<file path="config.mk">
export PLATFORM = sky130hd
export DESIGN_NAME = ifetch_unit_flat
export DESIGN_NICKNAME = d
export VERILOG_FILES = /design/src/rtl/cpu_pkg.sv /design/src/rtl/ifetch_unit_if.sv /design/src/rtl/ifetch_pc.sv /design/src/rtl/ifetch_unit.sv /design/src/flat_wrapper.sv
export SDC_FILE = /design/constraint.sdc
export NUM_CORES = 1
export LEC_CHECK = 0
export ABC_AREA = 1
export BUFFER_PORTS_ARGS = -buffer_cell sky130_fd_sc_hd__buf_4
export CORE_UTILIZATION = 45
export CTS_CLUSTER_SIZE = 12
export DETAILED_ROUTE_END_ITERATION = 16
export MAX_ROUTING_LAYER = met4
export PLACE_DENSITY = 0.86
export RECOVER_POWER = 50
export SETUP_SLACK_MARGIN = 0.02
export SLEW_MARGIN = 20
export SYNTH_ARGS = -nofsm -noshare
export SYNTH_HDL_FRONTEND = slang
export SYNTH_SLANG_ARGS = --single-unit
</file>
<file path="constraint.sdc">
create_clock -name clk -period 1 [get_ports clk]
set_input_delay 0.2 -clock clk [delete_from_list [all_inputs] [get_ports clk]]
set_output_delay 0.2 -clock clk [all_outputs]
set_load 0.05 [all_outputs]
</file>
<file path="src/rtl/cpu_pkg.sv">
// cpu_pkg: shared widths, opcodes and fetch FSM states for the CPU.
package cpu_pkg;
    localparam int BUS_WIDTH = 16;
    localparam int PC_WIDTH = 8;
    localparam int TIMEOUT = 15;
    localparam logic [3:0] OP_START = 4'h0;
    localparam logic [3:0] OP_END = 4'hF;
    typedef enum logic [1:0] {IDLE, REQ, DONE} fetch_state_t;
    function automatic logic [BUS_WIDTH-1:0] op_word(input logic [3:0] op);
        return {op, {(BUS_WIDTH-4){1'b0}}};
    endfunction
endpackage

</file>
<file path="src/rtl/ifetch_unit_if.sv">
// ifetch_unit_if: instruction memory read bus between fetch stage and memory.
interface ifetch_unit_if;
    import cpu_pkg::*;
    logic [PC_WIDTH-1:0] imem_addr;
    logic imem_req;
    logic [BUS_WIDTH-1:0] imem_rdata;
    logic imem_rvalid;
    modport master(output imem_addr, imem_req, input imem_rdata, imem_rvalid);
    modport slave(input imem_addr, imem_req, output imem_rdata, imem_rvalid);
endinterface

</file>
<file path="src/rtl/ifetch_pc.sv">
// ifetch_pc: program counter with jump-over-increment priority.
module ifetch_pc
    import cpu_pkg::*;
(
    input  logic clk,
    input  logic reset_n,
    input  logic jump,
    input  logic alu_zero,
    input  logic pc_inc,
    input  logic [PC_WIDTH-1:0] target,
    output logic [PC_WIDTH-1:0] pc
);
    logic [PC_WIDTH-1:0] pc_nx;
    // an untaken JUMPNZ still steps over its target word
    always_comb pc_nx = jump ? (alu_zero ? pc + 1'b1 : target) : pc_inc ? pc + 1'b1 : pc;
    always_ff @(posedge clk or negedge reset_n)
        if (!reset_n) pc <= '0;
        else pc <= pc_nx;
endmodule

</file>
<file path="src/rtl/ifetch_unit.sv">
// ifetch_unit: fetch stage owning PC, IR and IMM; define IFETCH_TIMEOUT_EN
// to abort memory reads that never return.
module ifetch_unit
    import cpu_pkg::*;
(
    input  logic clk,
    input  logic reset_n,
    input  logic imem_read,
    input  logic dst_imm,
    input  logic pc_inc,
    input  logic jump,
    input  logic alu_zero,
    ifetch_unit_if.master mem,
    output logic [BUS_WIDTH-1:0] ir,
    output logic [BUS_WIDTH-1:0] imm,
    output logic [PC_WIDTH-1:0] pc,
    output logic busy,
    output logic fetch_done,
    output logic fault
);
    fetch_state_t state, state_nx;
    logic dst, accept, capture, expire;
    logic [BUS_WIDTH-1:0] word;
`ifdef IFETCH_TIMEOUT_EN
    localparam int TW = $clog2(TIMEOUT + 1);
    logic [TW-1:0] cnt;
    assign expire = state == REQ && !mem.imem_rvalid && cnt == TW'(TIMEOUT - 1);
    always_ff @(posedge clk or negedge reset_n)
        if (!reset_n) cnt <= '0;
        else cnt <= (state == REQ && !mem.imem_rvalid) ? cnt + 1'b1 : '0;
`else
    assign expire = 1'b0;
`endif
    assign accept = imem_read && state != REQ;
    assign capture = state == REQ && (mem.imem_rvalid || expire);
    // a timed-out read delivers START so the control unit restarts
    assign word = mem.imem_rvalid ? mem.imem_rdata : op_word(OP_START);
    assign mem.imem_req = state == REQ;
    assign busy = state == REQ;
    assign fetch_done = state == DONE;
    always_comb begin
        state_nx = state;
        if (accept) state_nx = REQ;
        else if (capture) state_nx = DONE;
        else if (state == DONE) state_nx = IDLE;
    end
    always_ff @(posedge clk or negedge reset_n)
        if (!reset_n) begin
            state <= IDLE;
            mem.imem_addr <= '0;
            dst <= 1'b0;
            ir <= '0;
            imm <= '0;
            fault <= 1'b0;
        end else begin
            state <= state_nx;
            if (accept) begin
                mem.imem_addr <= pc;
                dst <= dst_imm;
            end
            if (capture && dst) imm <= word;
            if (capture && !dst) ir <= word;
            fault <= fault | (imem_read && state == REQ) | expire;
        end
    ifetch_pc u_pc (
        .clk(clk),
        .reset_n(reset_n),
        .jump(jump),
        .alu_zero(alu_zero),
        .pc_inc(pc_inc),
        .target(imm[PC_WIDTH-1:0]),
        .pc(pc)
    );
endmodule
</file>
<file path="src/flat_wrapper.sv">
// flat-port wrapper written by rule: the top's interface ports become plain ports
module ifetch_unit_flat import cpu_pkg::*;
  (clk, reset_n, imem_read, dst_imm, pc_inc, jump, alu_zero, ir, imm, pc, busy, fetch_done, fault, mem_imem_addr, mem_imem_req, mem_imem_rdata, mem_imem_rvalid);
  ifetch_unit_if mem_i ();
  input  logic clk;
  input  logic reset_n;
  input  logic imem_read;
  input  logic dst_imm;
  input  logic pc_inc;
  input  logic jump;
  input  logic alu_zero;
  output logic [BUS_WIDTH-1:0] ir;
  output logic [BUS_WIDTH-1:0] imm;
  output logic [PC_WIDTH-1:0] pc;
  output logic busy;
  output logic fetch_done;
  output logic fault;
  output wire logic [$bits(mem_i.imem_addr)-1:0] mem_imem_addr;
  output wire logic [$bits(mem_i.imem_req)-1:0] mem_imem_req;
  input wire logic [$bits(mem_i.imem_rdata)-1:0] mem_imem_rdata;
  input wire logic [$bits(mem_i.imem_rvalid)-1:0] mem_imem_rvalid;
  assign mem_imem_addr = mem_i.imem_addr;
  assign mem_imem_req = mem_i.imem_req;
  assign mem_i.imem_rdata = mem_imem_rdata;
  assign mem_i.imem_rvalid = mem_imem_rvalid;
  ifetch_unit u_core (.clk(clk), .reset_n(reset_n), .imem_read(imem_read), .dst_imm(dst_imm), .pc_inc(pc_inc), .jump(jump), .alu_zero(alu_zero), .mem(mem_i), .ir(ir), .imm(imm), .pc(pc), .busy(busy), .fetch_done(fetch_done), .fault(fault));
endmodule
</file>
======== Word level (Yosys, flattened, before mapping) ========
Index checks and enable logic that the tools add are counted.
storage, ports and cells
  bits in registers ....................... 52
  bits of input ports ..................... 24
cells by class
  add/sub/neg operators ................... 1
  equality and inequality tests ........... 3
  muxes and demuxes ....................... 7
  bitwise logic cells ..................... 1
  reductions and logical operators ........ 8
operators with widths
  cell                                                                      number
  8-bit two-way mux                                                         3
  16-bit two-way mux                                                        1
  8-bit by 1-bit adder with 8-bit output (second input constant)            1
  2-bit two-way mux                                                         3
  1-bit logical AND                                                         5
  3-bit nonzero test                                                        1
  2-bit by 1-bit equality test with 1-bit output (second input constant)    1
  2-bit equality test (second input constant)                               1
  2-bit by 1-bit inequality test with 1-bit output (second input constant)  1
  2-bit nonzero test                                                        1
  1-bit zero test                                                           1
  1-bit OR                                                                  1

======== Longest topological paths before layout ========
  depth after elaboration ................. 4
  depth in mapped cells ................... 8
  gate-level depth less buffers ........... 8

======== Modules after synthesis ========
From an unflattened synthesis, not the netlist that was laid out.
second synthesis, totals
  cell total of the unflattened synthesis .. 279
  area, all modules ....................... 2,369.8 µm²
by module, submodules not included
  module       times used  cells an instance  area an instance (µm²)
  ifetch_unit  1           198                1,818.0
  ifetch_pc    1           81                 551.8

======== Least setup slack after synthesis ========
OpenSTA, ideal clock, no wires.
  path type ............................... register to register
  start point ............................. register u_core.u_pc.pc[1]
  end point ............................... register u_core.u_pc.pc[6]
  library setup time ...................... 0.118 ns
  arrival time ............................ 1.347 ns
  required time ........................... 0.882 ns
  slack ................................... -0.465 ns
  cell stages (with the launch flop) ...... 9
  path buffers ............................ 0
  clock period less this slack ............ 1.465 ns
  cell sequence ........................... dfrtp_1 -> ha_1 -> nand2_1 -> inv_1 -> nand2_1 -> nand2_1 -> nand3_1 -> nand2_1 -> nand2_1
between the ends
  cells in the longest elaborated chain, start to end .. 3
  elaborated cells between the ends (all ways) .. 4
RTL lines
  what                                        line             text
  from (decl)                                 ifetch_pc.sv:11  output logic [PC_WIDTH-1:0] pc
  from (signal assigned)                      ifetch_pc.sv:18  else pc <= pc_nx;
  8-bit by 1-bit adder with 8-bit output (*)  ifetch_pc.sv:15  always_comb pc_nx = jump ? (alu_zero ? pc + 1'b1 : target) : pc_inc ? pc + 1'b1 : pc;
  8-bit two-way mux                           ifetch_pc.sv:15
  8-bit two-way mux (*)                       ifetch_pc.sv:15
Every way passes the cells marked *; elsewhere a longest branch is shown, timed or not. The select of a mux whose other input is x is not followed.
A chain may end at the register's enable or synchronous reset.

======== Worst setup path after layout ========
  start point ............................. register u_core.state[0]
  end point ............................... output busy
between the ends
  cells in the longest elaborated chain, start to end .. 1
RTL lines
  what                                            line                text
  from (decl)                                     ifetch_unit.sv:21   fetch_state_t state, state_nx;
  from (signal assigned)                          ifetch_unit.sv:56   state <= state_nx;
  2-bit by 1-bit equality test with 1-bit output  ifetch_unit.sv:39   assign busy = state == REQ;
  to (decl)                                       flat_wrapper.sv:15  output logic busy;
Every way passes these cells.

==> results.txt <==
* Run status: finished, violations left
- Violated checks: negative setup slack
* Count of antenna diodes in the layout: 0
- Number of max-slew violations in the final report: 0
- In this run the power density over the cells is 4140 nW/µm².
* Final estimated routing congestion in global placement: 0.828
* Stages on worst setup path: 4
- Starting density of the core: 47.5%
- Subtracting the final worst setup slack from the clock period gives 1470 ps.
* Routed WL: 12600 µm
- Average footprint of a synthesized cell: 9.25 µm²
* Fill cell total of the finished layout: 125
* Synthesized net count: 272
* Number of buffers on the longest clock path: 2
- Critical path class: reg -> out
- Number of distinct standard cells referenced by the synthesized netlist: 22
* Gr usage total: 34.3%
- Number of cells on the worst reg-to-reg path: 8
- Overall die height: 73.3 µm
- Standby leakage power: 2.26 nW
- Derived from the worst setup path, the maximum achievable clock frequency is 680 MHz.
- At the pin with the least slew margin, the transition time is 480 ps.
- On the critical path the largest part of the delay comes from flip-flops.
* Ports placed on the boundary: 76
* Number of warning messages in the yosys log: 0
* Minimum setup slack after placement: -255 ps
- In the final layout, the share of cells above drive strength 1 is 72.2%.
- Type of element launching the critical path: flop
* Via count of the first global-routing pass: 2544
* Count of buffering cells on the critical path with inverters included: 3
- Final period utilization: 147%
- For this design, the sink count on the clock tree is 52.
- Leaving out fill and tap cells, the most frequent cell in the layout is buf_4.
- After detailed routing, the number of remaining DRC violations is 0.
- On the final layout, the worst clock skew is 15.4 ps.
* DR pass1 iterations: 7
- The floorplan step set the die width to 73.3 µm.
* Number of register bits inferred by synthesis: 52
- The finished layout holds 485 standard cells, fillers aside.
* Number of placed instances with taps included: 398
* Detailed-route vias per instance: 6.18
* Post-DRT Antenna Nets: 0
- Max-cap violations in this run came to 0.
- The floorplan step defined a core boundary enclosing 4820 µm².
- Hold WC Path Type: in -> reg
* Worst stage delay on the critical path: 440 ps
- Post-DP HPWL: 3590 µm
- The floorplan has 25 rows.
- Port buffering added 75 buffers.
* CTS Buf Count: 5
* Clock Pin Slew Worst Setup and Hold Paths: 90 ps
- Counting every instance in the synthesized netlist gives 247.
- Wire length of the first global-routing pass: 12900 µm
* Setup repair after global routing missed its margin: yes
- Post-route core utilization: 94.8%
- Total via count after detailed routing: 2995
* Net count reported at finish: 442
* Relative slew slack: 68.0%
- TritonCTS built the clock tree.
- Peak supply drop: 2500 µV
* Final setup violating endpoints: 103
* Crit path max-delay cell type: dfrtp_1
- Drt wl/cell: 26.0 µm
- Initial antenna violation count: 0
- Along the worst hold path, the cell count comes to 2.
- Synth-to-layout area growth: 99.7%
* Post-synthesis cell area: 2290 µm²
* Commonest cells after routing, fill and taps aside: buf_4 (94), buf_6 (60), dfrtp_1 (45)
- After synthesis, flip-flops and latches occupy 56.9% of the total area.
* CP cell instances: nand2_4 > buf_6 > clkinvlp_4 > buf_8
* Arr. time, crit path: 1270 ps
- Level count of the clock H-tree: 2
- Global route total overflow: 0
- Data on the critical path is required at its endpoint by 800 ps.
- Power comes to 18.9 mW.
- The floorplan step defined a die boundary enclosing 5370 µm².
* DRT iter0 DRCs: 499
* Worst-skew pair later-pin latency: 330 ps
- CTS placed an instance of clkbuf_8 at the clock tree root.
- Entering global routing, the biggest net connects 36 pins.
- Hold Violations, Final: 0
- Of all nets on the critical path, the largest fanout is 2.
- STA classifies the critical path endpoint as a primary output.
- Setup slack on the critical path of the routed design comes to -471 ps.
-- kinds of logic (layout without fill, tap and decap cells) --
logic type               after synthesis  count (layout)  synth area share (%)
adder cells (fa/ha/maj)                1               1                 0.547
multiplexers                           1               1                 0.493
flip-flops                            52              52                  56.9
AO/OA/AOI/OAI                         57              57                  16.0
buffers and inverters                 46             214                  9.69
AND/OR/NAND/NOR                       90              93                  16.3
-- power by group --
part,switching (mW),internal [mW],leakage [nW],total (mW)
clock,0.796,0.746,0.0552,1.54
combinational,7.85,5.49,1.57,13.3
sequential,0.972,3.04,0.631,4.01
-- per-layer routing --
metal / routed length [µm] / global-route usage (%) / vias up
met4: 1190 / 12.9 / 0
li1: - / - / 1126
met1: 4140 / 37.2 / 1424
met2: 6060 / 61.0 / 307
met3: 1240 / 7.96 / 138
met5: 0 / - / -
-- timing repair --
item                                    4_1_cts  5_1_grt
pin swaps                                    12       22
hold endpoints to repair                     52        0
buffers inserted                             46       27
hold buffers                                  1        0
endpoints found under the setup margin       99      103
resized for setup                           115       82
gates cloned                                  6        0
-- synthesized netlist by cell type --
master	count	area (µm²)
a21oi_1	3	15.0
a22oi_1	1	7.51
a31o_2	1	8.76
a31oi_1	1	6.26
buf_2	3	15.0
buf_4	2	15.0
buf_6	5	56.3
dfrtp_1	52	1300
ha_1	1	12.5
inv_1	36	135
mux2_2	1	11.3
nand2_1	66	248
nand2_2	4	25.0
nand3_1	10	50.1
nor2_1	7	26.3
nor2_2	1	6.26
nor2_4	1	11.3
o211ai_1	1	7.51
o21ai_0	18	90.1
o21ai_1	13	65.1
o21ai_2	19	166
or2_2	1	6.26
-- worst register-to-register path: cells and delay by family, from the launching register on --
family | cells | cell delay, ps
simple gates | 7 | 740
flops | 1 | 410
buf+inv | 1 | 140
-- cell type report --
| class | instances | area (µm²) | area share [%] |
|---|---|---|---|
| Clock buffer | 6 | 72.6 | 1.59 |
| Clock inverter | 2 | 35.0 | 0.767 |
| Inverter | 36 | 153 | 3.34 |
| Multi-Input combinational cell | 152 | 1280 | 28.1 |
| Sequential cell | 52 | 1310 | 28.7 |
| Tap cell | 67 | 83.8 | 1.84 |
| Timing Repair Buffer | 170 | 1630 | 35.7 |
-- sequential cells by signal (all words and copies together) (netlist names) --
register	flops
u_core.u_pc.pc	8
u_core.mem.imem_addr	8
u_core.fault	1
u_core.state	2
u_core.dst	1
u_core.imm	16
u_core.ir	16
-- path summary, 6_finish.rpt --
check / startpoint / end / slack (ps)
min: imem_read / u_core.state[1]$_DFFE_PN0P_ / 130
max reg2reg: u_core.u_pc.pc[4]$_DFFE_PN0P_ / u_core.u_pc.pc[7]$_DFFE_PN0P_ / -390
max: u_core.state[0]$_DFFE_PN0P_ / busy / -470
min in group asynchronous: reset_n / u_core.ir[13]$_DFFE_PN0P_ / 580
min reg2reg: u_core.state[1]$_DFFE_PN0P_ / u_core.state[1]$_DFFE_PN0P_ / 610
max in group asynchronous: reset_n / u_core.u_pc.pc[1]$_DFFE_PN0P_ / 50
-- stage by stage --
stage	setup TNS (ps)	area (µm²)	hold WS, ps
2_1_floorplan	-6100	2390	-95.6
3_3_place_gp	-6850	3120	146
3_5_place_dp	-8380	3120	150
4_1_cts	-12830	4110	97.0
5_1_grt	-24640	4570	127
6_report	-22370	4570	133
(Power assumes the default switching activity.)
